$ cat config.mk
export PLATFORM = sky130hd
export DESIGN_NAME = mips_iter_divider
export DESIGN_NICKNAME = d
export VERILOG_FILES = /design/src/rtl/mips_iter_divider.sv
export SDC_FILE = /design/constraint.sdc
export NUM_CORES = 1
export LEC_CHECK = 0
export CAP_MARGIN = 40
export CORE_MARGIN = 4
export CORE_UTILIZATION = 48
export CTS_CLUSTER_SIZE = 8
export DETAILED_ROUTE_END_ITERATION = 12
export DONT_BUFFER_PORTS = 1
export PLACE_DENSITY = 0.7
export SLEW_MARGIN = 40
export SYNTH_ARGS = -nofsm -noshare
export SYNTH_HDL_FRONTEND = slang
export SYNTH_SLANG_ARGS = --single-unit
$ cat constraint.sdc
create_clock -name clk -period 5 [get_ports clk]
set_input_delay 1 -clock clk [delete_from_list [all_inputs] [get_ports clk]]
set_output_delay 1 -clock clk [all_outputs]
set_load 0.02 [all_outputs]
$ cat src/rtl/mips_iter_divider.sv
// Restoring iterative divider for MIPS DIV/DIVU: one quotient bit per clock, quotient to LO, remainder to HI.
// Optional macro DIV_ZERO_DETECT_EN adds the div_zero port and a one-cycle shortcut for a zero divisor.
module mips_iter_divider #(
    parameter int WIDTH = 32,
    parameter int CNT_W = 6
) (
    input  logic             clk,
    input  logic             rst_n,
    input  logic             start,
    input  logic             is_signed,
    input  logic [WIDTH-1:0] dividend,
    input  logic [WIDTH-1:0] divisor,
    output logic             busy,
    output logic             done,
    output logic [WIDTH-1:0] quotient,
    output logic [WIDTH-1:0] remainder
`ifdef DIV_ZERO_DETECT_EN
    ,
    output logic             div_zero
`endif
);

    // Handshake: start is sampled only while busy=0 (IDLE). busy stays high from the
    // accepting edge until the result edge. done is a single-cycle pulse, and busy is
    // already low in that cycle, so a start in the done cycle is accepted back-to-back.
    typedef enum logic [1:0] {
        IDLE = 2'd0,
        CALC = 2'd1,
        FIX  = 2'd2
    } state_t;

    state_t state_q, state_d;

    logic [WIDTH-1:0] pr_q;      // partial remainder (always below the divisor)
    logic [WIDTH-1:0] dq_q;      // dividend shifting out, quotient bits shifting in
    logic [WIDTH-1:0] dv_q;      // divisor magnitude
    logic [CNT_W-1:0] count_q;
    logic             sign_q_q;
    logic             sign_r_q;
`ifdef DIV_ZERO_DETECT_EN
    logic             dz_q;
`endif

    logic [WIDTH:0]   shifted;
    logic [WIDTH:0]   trial;
    logic [WIDTH-1:0] dvd_mag;
    logic [WIDTH-1:0] dvs_mag;

    assign busy = (state_q != IDLE);

    always_comb begin
        dvd_mag = dividend;
        dvs_mag = divisor;
        if (is_signed && dividend[WIDTH-1]) dvd_mag = -dividend;
        if (is_signed && divisor[WIDTH-1])  dvs_mag = -divisor;
        shifted = {pr_q, dq_q[WIDTH-1]};
        trial   = shifted - {1'b0, dv_q};
    end

    always_comb begin
        state_d = state_q;
        case (state_q)
            IDLE: begin
                if (start) begin
`ifdef DIV_ZERO_DETECT_EN
                    state_d = (divisor == '0) ? FIX : CALC;
`else
                    state_d = CALC;
`endif
                end
            end
            CALC: begin
                if (count_q == CNT_W'(1)) state_d = FIX;
            end
            FIX:     state_d = IDLE;
            default: state_d = IDLE;
        endcase
    end

    always_ff @(posedge clk or negedge rst_n) begin
        if (!rst_n) state_q <= IDLE;
        else        state_q <= state_d;
    end

    always_ff @(posedge clk or negedge rst_n) begin
        if (!rst_n) begin
            pr_q      <= '0;
            dq_q      <= '0;
            dv_q      <= '0;
            count_q   <= '0;
            sign_q_q  <= 1'b0;
            sign_r_q  <= 1'b0;
            done      <= 1'b0;
            quotient  <= '0;
            remainder <= '0;
`ifdef DIV_ZERO_DETECT_EN
            dz_q      <= 1'b0;
            div_zero  <= 1'b0;
`endif
        end else begin
            done <= 1'b0;
            case (state_q)
                IDLE: begin
                    if (start) begin
                        dq_q     <= dvd_mag;
                        dv_q     <= dvs_mag;
                        pr_q     <= '0;
                        count_q  <= CNT_W'(WIDTH);
                        sign_q_q <= is_signed & (dividend[WIDTH-1] ^ divisor[WIDTH-1]);
                        sign_r_q <= is_signed & dividend[WIDTH-1];
`ifdef DIV_ZERO_DETECT_EN
                        // A zero divisor bypasses CALC; keep the raw dividend for the remainder.
                        dz_q     <= (divisor == '0);
                        div_zero <= 1'b0;
                        if (divisor == '0) dq_q <= dividend;
`endif
                    end
                end
                CALC: begin
                    // A set MSB in trial means the subtraction went negative: restore.
                    pr_q    <= trial[WIDTH] ? shifted[WIDTH-1:0] : trial[WIDTH-1:0];
                    dq_q    <= {dq_q[WIDTH-2:0], ~trial[WIDTH]};
                    count_q <= count_q - CNT_W'(1);
                end
                FIX: begin
                    done <= 1'b1;
`ifdef DIV_ZERO_DETECT_EN
                    if (dz_q) begin
                        quotient  <= '1;
                        remainder <= dq_q;
                        div_zero  <= 1'b1;
                    end else begin
`else
                    begin
`endif
                        quotient  <= sign_q_q ? -dq_q : dq_q;
                        remainder <= sign_r_q ? -pr_q : pr_q;
                    end
                end
                default: ;
            endcase
        end
    end

endmodule

After elaboration in Yosys (flattened, before gate mapping)
Index checks and enable logic that the tools add are counted.
{ "word_totals": {"regBits": 171, "in_bits": 68, "out_inout_bits": 66} }
{ "op_classes": {"n_reduce_logical": 8, "n_bitwise": 4, "eq_ne": 5, "n_mux": 15, "n_addsub": 6} }
{ "op_table": {"columns": ["operator", "n"], "rows": [
  ["2-to-1 mux 32 bit", 7],
  ["negation 32 bit", 4],
  ["one-hot mux 32 bit (2 select lines)", 2],
  ["subtractor 33 x 32 -> 33 bit", 1],
  ["one-hot mux 6 bit (2 select lines)", 1],
  ["== test 6 x 1 -> 1 bit, second input constant", 1],
  ["2-to-1 mux 6 bit", 1],
  ["AND reduction 2 bit", 3],
  ["subtractor 6 x 1 -> 6 bit, second input constant", 1],
  ["2-to-1 mux 2 bit", 2],
  ["inequality test 2 bit, second input constant", 2],
  ["one-hot mux 2 bit (2 select lines)", 1],
  ["nonzero test 2 bit", 2],
  ["bitwise AND 1 bit", 2],
  ["== test 2 x 1 -> 1 bit, second input constant", 1],
  ["== test 2 bit, second input constant", 1],
  ["logical AND 1 bit", 2],
  ["logical NOT 2 bit", 1],
  ["2-to-1 mux 1 bit", 1],
  ["inverter 1 bit", 1],
  ["bitwise XOR 1 bit", 1]
]} }

Longest topological paths before layout
Gate-level depths: netlist (run 1).
{ "depth": {"ltp_word": 4, "mapped_depth": 12, "depth_no_buf": 11} }

Worst setup path after synthesis (run 1)
OpenSTA, ideal clock, no wires.
{ "synth_path": {"kind": "input to register", "start": "input port divisor[16]", "end": "register dv_q[27]", "slack_ps": 1893, "t_arrival_ps": 2973, "path_stages": 8, "n_path_buf": 0, "required_time_ps": 4866, "setup_ps": 134, "cell_sequence": "or4_1 -> nor4_1 -> nand2b_1 -> or4_1 -> nor3_1 -> a21oi_1 -> xnor2_1 -> o21ai_0"} }
{ "synth_via": {"elab_chain_cells": 2} }
{ "synth_rtl": {"columns": ["element", "line_no", "text"], "rows": [
  ["from (decl)", "12", "input logic [WIDTH-1:0] divisor,"],
  ["negation 32 bit", "55", "if (is_signed && divisor[WIDTH-1]) dvs_mag = -divisor;"],
  ["2-to-1 mux 32 bit", "55", null],
  ["to (signal assigned)", "106", "dv_q <= dvs_mag;"],
  ["to (decl)", "36", "logic [WIDTH-1:0] dv_q;"]
]} }
No other way between the ends.
A chain may end at the register's enable or synchronous reset.

Final worst setup path (run 1)
{ "layout_path": {"start": "register pr_q[23]", "end": "register pr_q[0]"} }
{ "layout_via": {"elab_chain_cells": 3} }
{ "layout_rtl": {"columns": ["element", "line_no", "text"], "rows": [
  ["from (decl)", "34", "logic [WIDTH-1:0] pr_q;"],
  ["from (signal assigned)", "121", "pr_q <= trial[WIDTH] ? shifted[WIDTH-1:0] : trial[WIDTH-1:0];"],
  ["subtractor 33 x 32 -> 33 bit", "57", "trial = shifted - {1'b0, dv_q};"],
  ["2-to-1 mux 32 bit", "121", null],
  ["one-hot mux 32 bit (2 select lines)", "102", "case (state_q)"]
]} }
No other way between the ends.

==> results of run 1 <==
==> Yosys cell counts (38+ instances only) <==
| cell | number | area [µm²] |
|---|---|---|
| nand2_1 | 160 | 601 |
| xnor2_1 | 44 | 385 |
| dfrtp_1 | 171 | 4280 |
| inv_1 | 53 | 199 |
| nor2_1 | 42 | 158 |
| a21oi_1 | 60 | 300 |
| o21ai_0 | 155 | 776 |
| nand3_1 | 114 | 571 |
| xor2_1 | 100 | 876 |
| ha_1 | 38 | 475 |
| clkbuf_1 | 72 | 270 |
==> routing by layer <==
| metal | track usage (%) | up-vias |
|---|---|---|
| li1 | - | 4630 |
| met1 | 33.3 | 4463 |
| met2 | 31.9 | 284 |
| met3 | 3.59 | 39 |
| met4 | 6.26 | 0 |
| met5 | 0 | - |
==> power groups by stage <==
stage	sequential [mW]	clock, mW	combinational [mW]
after global placement	2.79	0	4.76
after floorplan	2.51	0	3.90
after detailed placement	2.83	0	4.82
final	2.81	1.30	4.86
after global routing	2.91	1.39	5.42
after CTS	2.81	1.32	4.84
==> final cells by class <==
type / count / share of cell area (%)
clock inverter: 15 / 1.17
sequential: 171 / 36.2
timing repair buffer: 8 / 0.571
clock buffer: 17 / 3.60
tap: 285 / 3.01
multi-input combinational: 1014 / 53.8
inverter: 53 / 1.68
==> path summary, 6_finish.rpt <==
| kind | start | to | slack, ps | cells after the start |
|---|---|---|---|---|
| max | pr_q[23]$_DFFE_PN0P_ | pr_q[0]$_DFFE_PN0P_ | 1360 | 10 |
| min | rst_n | dq_q[8]$_DFFE_PN0P_ | 270 | 0 |
| max reg2reg | pr_q[23]$_DFFE_PN0P_ | pr_q[0]$_DFFE_PN0P_ | 1360 | 10 |
| min reg2reg | dv_q[25]$_DFFE_PN0P_ | dv_q[25]$_DFFE_PN0P_ | 480 | 2 |
| max in group asynchronous | rst_n | remainder[19]$_DFFE_PN0P_ | 4390 | 0 |
| min in group clk | dv_q[25]$_DFFE_PN0P_ | dv_q[25]$_DFFE_PN0P_ | 480 | 2 |
==> registers in the layout, summed over array words and instances (netlist names) <==
name       flops
state_q        2
remainder     32
pr_q          32
done           1
dv_q          32
sign_r_q       1
dq_q          32
count_q        6
sign_q_q       1
quotient      32
==> cells in the final DEF, fill, tap and decap left out, types with 4 or more instances in the layout <==
cell,Yosys,layout
nand3_1,114,114
inv_6,0,7
a21oi_1,60,60
or3_1,12,12
o21ai_1,24,24
a21o_1,17,17
nor2b_1,7,6
xor2_1,100,99
nor4_1,15,15
and3_1,13,13
nand2b_1,15,14
inv_8,0,5
mux2i_1,4,4
dfrtp_1,171,169
ha_1,38,38
o21a_1,4,4
a31oi_1,12,12
nand4_1,9,9
a22oi_1,25,25
clkbuf_16,0,17
o41ai_1,17,17
nor2_1,42,41
or4_1,14,14
nor3_1,17,17
buf_4,0,7
nand3b_1,4,4
nand2_1,160,159
inv_1,53,53
xnor2_1,44,43
o21ai_0,155,155
o31ai_1,25,25
o211ai_1,15,15
and2_1,4,4
==> critical path, cell delays in order, from the launching register on <==
cell,delay (ps)
dfrtp_1,500
ha_1,520
and3_1,300
nand4_1,170
or3_1,370
o32ai_1,310
nor4_4,130
xor2_2,600
buf_4,350
nand2_1,80
a31o_1,200
==> per-stage QoR <==
stage / utilization, % / area, µm² / power (mW)
floorplan: - / 11100 / 6.42
global placement: 49.5 / 11200 / 7.56
detailed placement: 49.6 / 11300 / 7.65
CTS: 52.1 / 11800 / 8.96
global route: 52.1 / 11800 / 9.72
finish: 52.1 / 11800 / 8.96
==> logic make-up (layout without fill, tap and decap cells) <==
family / count (synthesis) / count (layout)
XOR/XNOR: 144 / 144
AO/OA/AOI/OAI: 386 / 386
buffers and inverters: 133 / 93
AND/OR/NAND/NOR: 440 / 440
flip-flops: 171 / 171
multiplexers: 5 / 5
adder cells (fa/ha/maj): 39 / 39
==> flow_summary_export.csv, run 1 <==
group,metric,value,unit
outcome,outcome,"completed",
power_and_ir_drop,clkPwrFrac,14.5,%
worst_setup_path,criticalPathCategory,"register to register",
placed_design,hpwlAfterDp,20900,µm
logic_synthesis,synth_top_family_by_area,"compound AO/OA/AOI/OAI gates",
placed_design,portBuffers,0,
placed_design,gp_congestion,0.923,
cells_and_area,seq_area,0.00428,mm²
routing,wl_met1,13900,µm
routing,vias_per_cell,6.02,
power_and_ir_drop,vdd_drop_max,0.000350,V
logic_synthesis,syn_inst,1318,
cells_and_area,drive_gt1_share,4.69,%
global_routing,grt_pass1_vias,8768,
logic_synthesis,netlist-cell-type-count,64,
cells_and_area,final_cell_count_no_fill,1563,
logic_synthesis,synth-async-reset-ratio,100,%
routing,route.met2.wl,12100,µm
clock_network,cts_hold_buf,0,
worst_setup_path,required,5320,ps
clock_network,cts-root-buf,"clkbuf_16",
logic_synthesis,synthXorXnorAreaFrac,11.4,%
logic_synthesis,synth_seq_cells,171,
timing,worst_pin_slew,836,ps
floorplan,die_area,0.0256,mm²
floorplan,die_w,160,µm
logic_synthesis,synth_flop_cell,"dfrtp_1",
clock_network,cts.path.max_buffers,2,
routing,via_count,9416,
timing,period_minus_slack,3640,ps
logic_synthesis,avgSynthCellArea,8.42,µm²
logic_synthesis,syn_area,0.0111,mm²
worst_setup_path,cp-end-kind,"register",
clock_network,htreeDepth,4,
clock_network,post_cts_resize_count,0,
routing,ant_nets,0,
routing,wl_per_cell,18.1,µm
floorplan,coreArea,0.0227,mm²
logic_synthesis,synth-seq-area-share,38.5,%
power_and_ir_drop,internal_power,4.59,mW
power_and_ir_drop,p_comb_share,54.2,%
clock_network,cts_inserted_buffers,17,
timing,drv_slew,0,
logic_synthesis,syn-num-nets,1425,
clock_network,clock_sinks,171,
logic_synthesis,yosysWarnings,0,
logic_synthesis,synthSimpleGateAreaFrac,19.5,%
cells_and_area,fin_nets,1372,
timing,setup_viol,0,
routing,drt-total-wl,28300,µm
placed_design,numPlacedInstances,1531,
worst_setup_path,critPathArrivalTime,3960,ps
cells_and_area,insertedDiodeCount,0,
logic_synthesis,synth_fa_ha_area_share,4.46,%
timing,fin_tns_setup,0,ps
routing,route.detailed.drc,0,
cells_and_area,multiInputGateArea,0.00636,mm²
routing,wl_met3,1740,µm
power_and_ir_drop,seqPwrFrac,31.4,%
timing,final-hold-violation-count,0,
timing,worst_slack,1360,ps
power_and_ir_drop,switching_power,4.38,mW
routing,top_layer,"met4",
worst_setup_path,worst-path-max-fanout,17,
routing,firstDrtPassIters,5,
logic_synthesis,synth-edff-count,0,
floorplan,rows,55,
run,max_cap_violations,0,
worst_hold_path,hp-class,"input port to asynchronous set/reset pin",
floorplan,num_io_pins,134,
routing,drtIter0Drc,744,
timing,hold_ws,272,ps
clock_network,clk_latency,430,ps
floorplan,die_y,160,µm
timing,grt_setup_unrepaired,"false",
floorplan,start_util,48.9,%
logic_synthesis,synth.area.mux_share,0.462,%
power_and_ir_drop,power_density,758,mW/mm²
power_and_ir_drop,p_leak,5.06,nW
cells_and_area,fill_cells,2143,
timing,max_freq,275,MHz
worst_setup_path,cp-start-kind,"register",
clock_network,cts_tree,"built",
timing,skew,13.8,ps
global_routing,grt_max_degree,172,
placed_design,dp_slack,1420,ps
timing,fin_crit_sh,72.8,%
power_and_ir_drop,switching_share,48.8,%
cells_and_area,syn2layout_area_growth,6.56,%
clock_network,post-cts-setup-buffers,0,
logic_synthesis,synth_compound_area_share,21.2,%
global_routing,grt_pass1_wl,46500,µm
global_routing,antenna_found_initial,0,
global_routing,grt.total_usage,21.8,%
global_routing,overflow,0,
clock_network,clkTransAtPathRegs,70,ps
timing,slew_headroom,44.3,%
(Power assumes the default switching activity.)
==> run 2: changes to the inputs <==
Clock period 5 ns to 3.5 ns, I/O delays scaled along.
==> flow_summary_export.csv, run 2 (synthesis gave the netlist of run 1 again) <==
group,metric,value,unit
worst_setup_path,cp-end-kind,"register",
run,max_cap_violations,0,
cells_and_area,mostFrequentLayoutCell,"dfrtp_1",
power_and_ir_drop,p_leak,5.23,nW
timing,slew_headroom,55.9,%
routing,drt-total-wl,28500,µm
clock_network,post_cts_resize_count,0,
floorplan,die_w,160,µm
placed_design,portBuffers,0,
power_and_ir_drop,switching_power,6.30,mW
power_and_ir_drop,vdd_drop_max,0.000544,V
floorplan,die_y,160,µm
power_and_ir_drop,p_comb_share,55.8,%
global_routing,antenna_found_initial,0,
global_routing,overflow,0,
timing,worst_pin_slew,660,ps
clock_network,cts.path.max_buffers,2,
cells_and_area,drive_gt1_share,6.74,%
outcome,outcome,"finished, violations left",
placed_design,gp_congestion,0.949,
worst_hold_path,hp-class,"input port to asynchronous set/reset pin",
power_and_ir_drop,internal_power,6.96,mW
timing,drv_slew,0,
worst_setup_path,cp-start-kind,"register",
global_routing,grt_pass1_wl,46900,µm
routing,drtIter0Drc,804,
routing,firstDrtPassIters,5,
worst_setup_path,required,3830,ps
power_and_ir_drop,power_density,1090,mW/mm²
timing,fin_tns_setup,0,ps
worst_setup_path,crit_path_top_delay_cell,"dfrtp_1",
floorplan,die_area,0.0256,mm²
outcome,violations,"negative hold slack",
clock_network,clock_sinks,171,
worst_setup_path,worst-path-max-fanout,24,
cells_and_area,layout_common_cells,"dfrtp_1 (169), nand2_1 (159), o21ai_0 (155)",
clock_network,clk_latency,440,ps
routing,vias_per_cell,5.91,
worst_setup_path,worst-r2r-cell-count,10,
power_and_ir_drop,clkPwrFrac,15.0,%
timing,final-hold-violation-count,78,
worst_setup_path,slowest_delay,470,ps
clock_network,clkTransAtPathRegs,70,ps
clock_network,htreeDepth,4,
placed_design,hpwlAfterDp,21300,µm
cells_and_area,insertedDiodeCount,0,
worst_setup_path,criticalPathCategory,"register to register",
global_routing,grt_max_degree,172,
cells_and_area,fill_cells,2112,
worst_setup_path,crit_chain,"ha_1 > nand4_1 > nor4_1 > o211ai_1 > a21oi_1 > nor4_4 > xnor2_2 > buf_12 > nand2_1 > a31o_1",
worst_setup_path,critPathBufInv,1,
timing,setup_viol,0,
worst_setup_path,cpLargestDelayFamily,"simple AND/OR/NAND/NOR gates",
floorplan,start_util,48.9,%
worst_setup_path,critPathArrivalTime,3440,ps
routing,route.detailed.drc,0,
timing,hold_ws,-30.2,ps
floorplan,num_io_pins,134,
clock_network,post-cts-setup-buffers,0,
timing,grt_setup_unrepaired,"false",
power_and_ir_drop,seqPwrFrac,29.2,%
timing,max_freq,321,MHz
cells_and_area,syn2layout_area_growth,9.15,%
timing,period_minus_slack,3110,ps
global_routing,grt_pass1_vias,8956,
routing,via_count,9394,
clock_network,cts_tree,"built",
cells_and_area,fin_nets,1399,
routing,ant_nets,0,
routing,wl_per_cell,17.9,µm
floorplan,rows,55,
power_and_ir_drop,switching_share,47.5,%
timing,fin_crit_sh,89.0,%
global_routing,grt.total_usage,22.1,%
clock_network,cts_inserted_buffers,17,
clock_network,cts-root-buf,"clkbuf_16",
worst_setup_path,path_depth,10,
timing,skew,6.44,ps
floorplan,coreArea,0.0227,mm²
[run 2: cell types whose count changed in the layout (fill, tap and decap cells not counted), sizes merged]
cell	before	now
bufinv	0	2
clkinv	2	3
inv	65	62
buf	8	35
[run 2: power groups by stage]
stage / registers, mW / logic [mW] / clock network, mW
2_1_floorplan: 3.59 / 5.58 / 0
3_3_place_gp: 3.86 / 7.18 / 0
4_1_cts: 3.87 / 7.34 / 2.02
5_1_grt: 4.01 / 8.30 / 2.11
3_5_place_dp: 3.91 / 7.30 / 0
6_report: 3.88 / 7.40 / 1.99
[run 2: worst reg2reg max path: cells and delay by family (launching register included)]
kind / cells / cell delay, ps
adder cells (fa/ha/maj): 1 / 450
flip-flops: 1 / 470
buffers and inverters: 1 / 210
AND/OR/NAND/NOR: 4 / 820
AO/OA/AOI/OAI: 3 / 820
XOR/XNOR: 1 / 250
[run 2: cell type report]
cell class,count,area [µm²],share of cell area [%]
flip-flops and latches,171,4280,35.3
repair buffers,35,313,2.58
well taps,285,357,2.94
clock inverters,15,179,1.48
inverters,53,199,1.64
multi-input cells,1014,6360,52.5
clock buffers,17,425,3.51
[run 2: per-stage QoR]
step                power (mW)  worst slack (ps)  util (%)  instances  cell area, µm²
global placement          11.0               367      50.4       1555           11400
finish                    13.3               385      53.4       1590           12100
floorplan                 9.17               622         -       1318           11100
detailed placement        11.2               323      50.7       1558           11500
CTS                       13.2               419      53.4       1590           12100
global route              14.4               201      53.4       1590           12100
[run 2: final timing paths]
kind / from / endpoint / slack (ps)
setup / recovery: pr_q[16]$_DFFE_PN0P_ / pr_q[0]$_DFFE_PN0P_ / 390
hold / removal: rst_n / dv_q[30]$_DFFE_PN0P_ / -30
setup reg to reg: pr_q[16]$_DFFE_PN0P_ / pr_q[0]$_DFFE_PN0P_ / 390
hold reg to reg: count_q[5]$_DFFE_PN0P_ / count_q[5]$_DFFE_PN0P_ / 470
max in group asynchronous: rst_n / remainder[5]$_DFFE_PN0P_ / 3260
min in group clk: is_signed / dv_q[31]$_DFFE_PN0P_ / 360
[run 2: layer usage]
metal / global-route usage [%] / share of wire [%]
met3: 5.45 / 6.8
met4: 5.87 / 1.6
met5: 0 / 0
met1: 32.3 / 48
met2: 32.9 / 43
